**src/rtl/fetch_decode_register.sv**
```systemverilog
// fetch_decode_register: IF/ID pipeline stage.
// Captures PC and instruction from fetch and presents them to decode through a ready/valid
// handshake on both sides. A 2-entry store (MAIN drives the outputs, SKID catches the word that
// is already in flight when decode stalls) keeps if_ready_o a function of state only, so there
// is no combinational path from id_ready_i to if_ready_o. flush_i turns every held and incoming
// entry into a bubble.
//
// Ports:
//   clk_i, rst_i                     clock, synchronous active-high reset
//   flush_i                          branch/jump taken: discard held and incoming entries
//   if_valid_i/if_ready_o            fetch-side handshake
//   if_pc_i, if_instr_i              fetched PC and instruction word
//   id_ready_i                       decode accepts the current entry (0 = stall)
//   fd_valid_o                       fd_* outputs hold a valid instruction
//   fd_pc_o, fd_pc_plus4_o           held PC and PC+4 (registered at capture)
//   fd_instr_o                       held instruction, NOP_INSTR when not valid
//   fd_opcode_o .. fd_rs2_o          instruction fields decoded from fd_instr_o
//   stall_cnt_o, flush_cnt_o         saturating perf counters (only with FD_PERF_CNT_EN)
//
// Configuration macro: FD_PERF_CNT_EN adds the two perf-counter output ports.

module fetch_decode_register #(
  parameter int unsigned      XLEN      = 32,
  parameter logic [31:0]      NOP_INSTR = 32'h0000_0013,
  parameter logic [XLEN-1:0]  RESET_PC  = '0
) (
  input  logic            clk_i,
  input  logic            rst_i,
  input  logic            flush_i,
  input  logic            if_valid_i,
  output logic            if_ready_o,
  input  logic [XLEN-1:0] if_pc_i,
  input  logic [31:0]     if_instr_i,
  input  logic            id_ready_i,
  output logic            fd_valid_o,
  output logic [XLEN-1:0] fd_pc_o,
  output logic [XLEN-1:0] fd_pc_plus4_o,
  output logic [31:0]     fd_instr_o,
  output logic [6:0]      fd_opcode_o,
  output logic [4:0]      fd_rd_o,
  output logic [2:0]      fd_funct3_o,
  output logic [4:0]      fd_rs1_o,
  output logic [4:0]      fd_rs2_o
`ifdef FD_PERF_CNT_EN
  ,
  output logic [31:0]     stall_cnt_o,
  output logic [31:0]     flush_cnt_o
`endif
);

  localparam logic [XLEN-1:0] PC_STEP = XLEN'(4);

  typedef enum logic [1:0] {StEmpty, StOne, StFull} state_e;

  state_e          r_state;
  state_e          w_state_d;
  logic            w_in_fire;
  logic            w_out_fire;
  logic            w_load_main_in;
  logic            w_load_main_skid;
  logic            w_load_skid;

  logic [XLEN-1:0] r_main_pc;
  logic [XLEN-1:0] r_main_pc4;
  logic [31:0]     r_main_instr;
  logic [XLEN-1:0] r_skid_pc;
  logic [XLEN-1:0] r_skid_pc4;
  logic [31:0]     r_skid_instr;

  assign if_ready_o = (r_state != StFull);
  assign fd_valid_o = (r_state != StEmpty);
  assign w_in_fire  = if_valid_i & if_ready_o;
  assign w_out_fire = fd_valid_o & id_ready_i;

  always_comb begin
    w_state_d        = r_state;
    w_load_main_in   = 1'b0;
    w_load_main_skid = 1'b0;
    w_load_skid      = 1'b0;
    case (r_state)
      StEmpty: begin
        if (w_in_fire) begin
          w_state_d      = StOne;
          w_load_main_in = 1'b1;
        end
      end
      StOne: begin
        if (w_in_fire && w_out_fire) begin
          w_load_main_in = 1'b1;
        end else if (w_in_fire) begin
          w_state_d   = StFull;
          w_load_skid = 1'b1;
        end else if (w_out_fire) begin
          w_state_d = StEmpty;
        end
      end
      StFull: begin
        if (w_out_fire) begin
          w_state_d        = StOne;
          w_load_main_skid = 1'b1;
        end
      end
      default: w_state_d = StEmpty;
    endcase
    // Flush wins over any transfer; an out_fire this cycle is still consumed by decode.
    if (flush_i) begin
      w_state_d        = StEmpty;
      w_load_main_in   = 1'b0;
      w_load_main_skid = 1'b0;
      w_load_skid      = 1'b0;
    end
  end

  always_ff @(posedge clk_i) begin
    if (rst_i) begin
      r_state      <= StEmpty;
      r_main_pc    <= RESET_PC;
      r_main_pc4   <= '0;
      r_main_instr <= NOP_INSTR;
      r_skid_pc    <= '0;
      r_skid_pc4   <= '0;
      r_skid_instr <= '0;
    end else begin
      r_state <= w_state_d;
      if (w_load_main_in) begin
        r_main_pc    <= if_pc_i;
        r_main_pc4   <= if_pc_i + PC_STEP;
        r_main_instr <= if_instr_i;
      end else if (w_load_main_skid) begin
        r_main_pc    <= r_skid_pc;
        r_main_pc4   <= r_skid_pc4;
        r_main_instr <= r_skid_instr;
      end
      if (w_load_skid) begin
        r_skid_pc    <= if_pc_i;
        r_skid_pc4   <= if_pc_i + PC_STEP;
        r_skid_instr <= if_instr_i;
      end
    end
  end

  assign fd_pc_o       = r_main_pc;
  assign fd_pc_plus4_o = r_main_pc4;
  // Bubbles present as NOP so decode sees harmless fields.
  assign fd_instr_o    = fd_valid_o ? r_main_instr : NOP_INSTR;
  assign fd_opcode_o   = fd_instr_o[6:0];
  assign fd_rd_o       = fd_instr_o[11:7];
  assign fd_funct3_o   = fd_instr_o[14:12];
  assign fd_rs1_o      = fd_instr_o[19:15];
  assign fd_rs2_o      = fd_instr_o[24:20];

`ifdef FD_PERF_CNT_EN
  logic [31:0] r_stall_cnt;
  logic [31:0] r_flush_cnt;

  always_ff @(posedge clk_i) begin
    if (rst_i) begin
      r_stall_cnt <= '0;
      r_flush_cnt <= '0;
    end else begin
      if (fd_valid_o && !id_ready_i && (r_stall_cnt != 32'hFFFF_FFFF)) begin
        r_stall_cnt <= r_stall_cnt + 32'd1;
      end
      if (flush_i && (r_flush_cnt != 32'hFFFF_FFFF)) begin
        r_flush_cnt <= r_flush_cnt + 32'd1;
      end
    end
  end

  assign stall_cnt_o = r_stall_cnt;
  assign flush_cnt_o = r_flush_cnt;
`else
  // Perf counters not built.
`endif

endmodule
```
**config.mk**
```make
export PLATFORM = sky130hd
export DESIGN_NAME = fetch_decode_register
export DESIGN_NICKNAME = d
export VERILOG_FILES = /design/src/rtl/fetch_decode_register.sv
export SDC_FILE = /design/constraint.sdc
export NUM_CORES = 1
export LEC_CHECK = 0
export CELL_PAD_IN_SITES_DETAIL_PLACEMENT = 0
export CELL_PAD_IN_SITES_GLOBAL_PLACEMENT = 1
export CORE_UTILIZATION = 33
export DETAILED_ROUTE_END_ITERATION = 10
export PLACE_DENSITY_LB_ADDON = 0.08
export SYNTH_ARGS = -nofsm -noshare
export SYNTH_HDL_FRONTEND = slang
export SYNTH_SLANG_ARGS = --single-unit
```
**constraint.sdc**
```tcl
create_clock -name clk_i -period 2.4 [get_ports clk_i]
set_clock_uncertainty 0.05 [all_clocks]
set_input_delay 0.72 -clock clk_i [delete_from_list [all_inputs] [get_ports clk_i]]
set_output_delay 0.72 -clock clk_i [all_outputs]
set_load 0.01 [all_outputs]
```
==> results by group <==
Hold path
  – Hold crit path type: reg2reg
  – Hold path depth: 2
  – Hold_sp: r_skid_instr[10]$_SDFFE_PP0P_
  – Hold endpoint: r_skid_instr[10]$_SDFFE_PP0P_

Synth
  – Mapped cell area: 8040 sq um
  – Top FF cell, synth: dfxtp_1
  – Post-Synthesis Cells: ~960
  – Yosys Warn Count: 0
  – Synth unique cells: 57
  – Synth Area per Inst: 8.40 sq um
  – Top-area cell type share of the netlist area: 0.473
  – Yosys reg bits: 190
  – Post-synth ARST share: 0
  – Number of synthesized flops with an enable pin: 0
  – Post-synthesis sequential area ratio: 0.473
  – Synth area leaders: dfxtp_1, a222oi_1, nand2_1
  – Area leader, netlist: dfxtp_1
  – Syn_nets: approximately 1,000

Clocking
  – Clock Tree Buf Depth: 2
  – Reg clk slew, reported paths: roughly 0.07 ns
  – Worst skew pair latency: 0.43 ns
  – H-Tree Depth: 4
  – CTS tree: done
  – CTS Sinks: 190
  – CTS Buf Count: 17
  – Cell chosen for the clock root: clkbuf_16

Placement
  – Place WS: -0.583 ns
  – Placer Congestion: 0.782
  – DP Wirelength: 17,900 microns
  – IO buf count: 191
  – Cells after DPL: about 1,500

Layout
  – Fin cells: roughly 1,500
  – Core Util, Final: 0.494
  – Fraction of layout cells with a size suffix above 1: 0.172
  – Fillers: 2,393
  – Number of diodes: 0
  – Register area: 3810 sq um
  – Nets: 1,257
  – Area growth, synth to finish: 45.5%
  – Multi-input gate area: 3790 sq um
  – Most frequent cells in the layout: dfxtp_1, nand2_1, clkdlybuf4s50_1
  – Commonest non-fill, non-tap cell in the layout: dfxtp_1

Power and ir drop
  – Design Power: roughly 7 mW
  – Worst VDD drop: 0.397 mV
  – PD cells: 605 nW/um^2
  – Leak: 4.49 nW

Drt
  – Vias per Instance: 5.17
  – Detailed Routing Iterations Pass 1: 6
  – Post-Route WL: about 26,000 microns
  – Post-route DRC: 0
  – WL/cell: 17.2 microns
  – Via Count: 7,848
  – 1st-iter DRT viols: a little under 800
  – Post-route ant nets: 0

STA
  – Endpoints failing hold: 0
  – RSZ-0062 raised after global routing: yes
  – Pins over their slew limit: 0
  – Final setup violation count: 0
  – Fmax: 420 MHz
  – Final WS setup: 0.0166 ns
  – Setup_tns: 0 ns
  – Period utilization: 0.993
  – Worst Tran Pin Value: 0.458 ns
  – Tmin final: 2.38 ns
  – Slew Limit Headroom: 0.695

Worst setup path
  – R2r setup slk: 0.50 ns
  – Critical setup path kind: reg2out
  – Worst Path Max Fanout: 8
  – Critical path endpoint category: output pin
  – Top delay family on crit path: buffers and inverters
  – Critical Path, Cell by Cell: nor2_4, bufbuf_16, nor2b_1, dlygate4sd2_1
  – Worst r2r dst: fd_pc_o[7]$_SDFFE_PP0P_
  – Reg-to-Reg Start: r_state[0]$_SDFFE_PP0P_
  – WP data arrival: ~1.6 ns
  – Slowest-stage cell, CP: dfxtp_2
  – FF-to-FF path depth: 7
  – Req. time, crit path: 1.63 ns
  – Max stage delay on crit path: 0.34 ns
  – WP buf/inv: 2
  – Type of origin of the critical path: flop

Floorplan
  – Core area: 23,700 sq um
  – # IOs: roughly 190
  – Die ar.: 25,000 sq um
  – Initial core utilization: 0.340
  – Std cell rows: 56
  – Die Y: 158 microns
  – Die W: around 160 microns

Status
  – Status: finished, final reports clean

Global routing
  – GRT overflow: 0
  – Initial antenna violation count: 0
  – GRT Util Overall: 0.211
  – Largest net degree at the start of global routing: 88
  – Vias in the first global route: 7,347
  – First-pass GRT wire length: about 41,000 microns

Job
  – Max-cap viol count: 0
## kinds of logic (layout without fill, tap and decap cells)
group,count (synthesis),count (layout),share of synthesized area
xor gates and xnor gates,17,17,0.0185
adders and majority gates,1,1,0.00156
AOI/OAI and AO/OA,232,232,0.205
buffers and inverters,122,364,0.0737
DFF,190,190,0.473
and+or+nand+nor,396,396,0.228
## how the worst max path moves through the flow
stage	from	to	slack, ns	depth (start not counted)
5_1_grt	r_state[1]$_SDFFE_PP0P_	fd_instr_o[5]	-0.06	4
2_1_floorplan	if_pc_i[2]	r_skid_pc4[26]$_SDFFE_PP0P_	0.02	7
6_report	r_state[1]$_SDFFE_PP0P_	fd_rs1_o[3]	0.02	4
3_5_place_dp	if_pc_i[2]	r_skid_pc4[28]$_SDFFE_PP0P_	-0.58	8
4_1_cts	r_state[0]$_SDFFE_PP0P_	fd_instr_o[7]	-0.02	4
3_3_place_gp	if_pc_i[2]	r_skid_pc4[28]$_SDFFE_PP0P_	-0.59	8
## synth_stat cells, types with 2 or more instances
master and count:
o22ai_1 5, a211oi_1 3, nand3_1 15, a2bb2oi_1 2
o311ai_0 3, a211o_1 2, or3_1 3, nand2_1 172
a22oi_1 9, o41a_1 2, a21oi_1 89, nor4_1 4
o31a_1 4, o21a_1 2, nor2_1 105, clkbuf_1 64
and3_1 6, nor3_2 2, and4_1 4, a222oi_1 71
nor4_4 3, o21ai_1 3, buf_4 27, inv_1 6
o21ai_0 22, nand2b_1 4, nand4_1 8, or2_2 6
o41ai_1 2, nor2b_1 31, dfxtp_1 190, xnor2_1 9
or4_1 3, buf_2 20, xor2_1 8, nor3_1 21
buf_1 3, a31oi_1 6
## per-layer routing
layer	track usage	vias up	part of all wire
met4	0.0426	0	0.0082
met1	0.294	3739	0.48
met3	0.0397	15	0.051
met2	0.339	232	0.46
li1	-	3862	-
met5	0	-	0
## layout make-up
cell class,instances,share of cell area
repair buffers,326,0.264
clock inverters,13,0.0123
inverters,6,0.00192
clock buffers,19,0.0387
flip-flops and latches,190,0.325
multi-input cells,646,0.324
well taps,319,0.0341
## through the flow
stage          hold slack, ns  cell area (sq um)
2_1_floorplan           0.386               8050
6_report                0.408              11700
3_3_place_gp            0.390              11000
5_1_grt                 0.424              11700
4_1_cts                 0.406              11600
3_5_place_dp            0.396              11000
## report_power, final
part / internal (mW) / total (mW) / switching, mW
Sequential: 3.25 / 3.30 / 0.0548
Combinational: 0.448 / 0.879 / 0.432
Clock: 1.53 / 2.90 / 1.36
Total: 5.23 / 7.08 / 1.85
## worst register-to-register path, delay by kind of cell (launching register included)
kind                   cells  cell delay [ns]
flip-flops                 1             0.34
AO/OA/AOI/OAI              2             0.57
AND/OR/NAND/NOR            3             0.42
buffers and inverters      2             0.39
## state kept, by name (all words and copies together), names as in the netlist
register	cells
fd_pc_o	32
r_main_instr	32
r_skid_instr	32
r_skid_pc	32
fd_pc_plus4_o	30
r_skid_pc4	30
r_state	2
## timing repair
item                                    4_1_cts  5_1_grt
cloned                                        2        0
pin swaps                                     5        4
hold buffers                                  0        0
buffers inserted                              1        0
endpoints found under the setup margin       73       61
resized for setup                            76       23
Note: power is estimated with default switching activity, not from simulation.
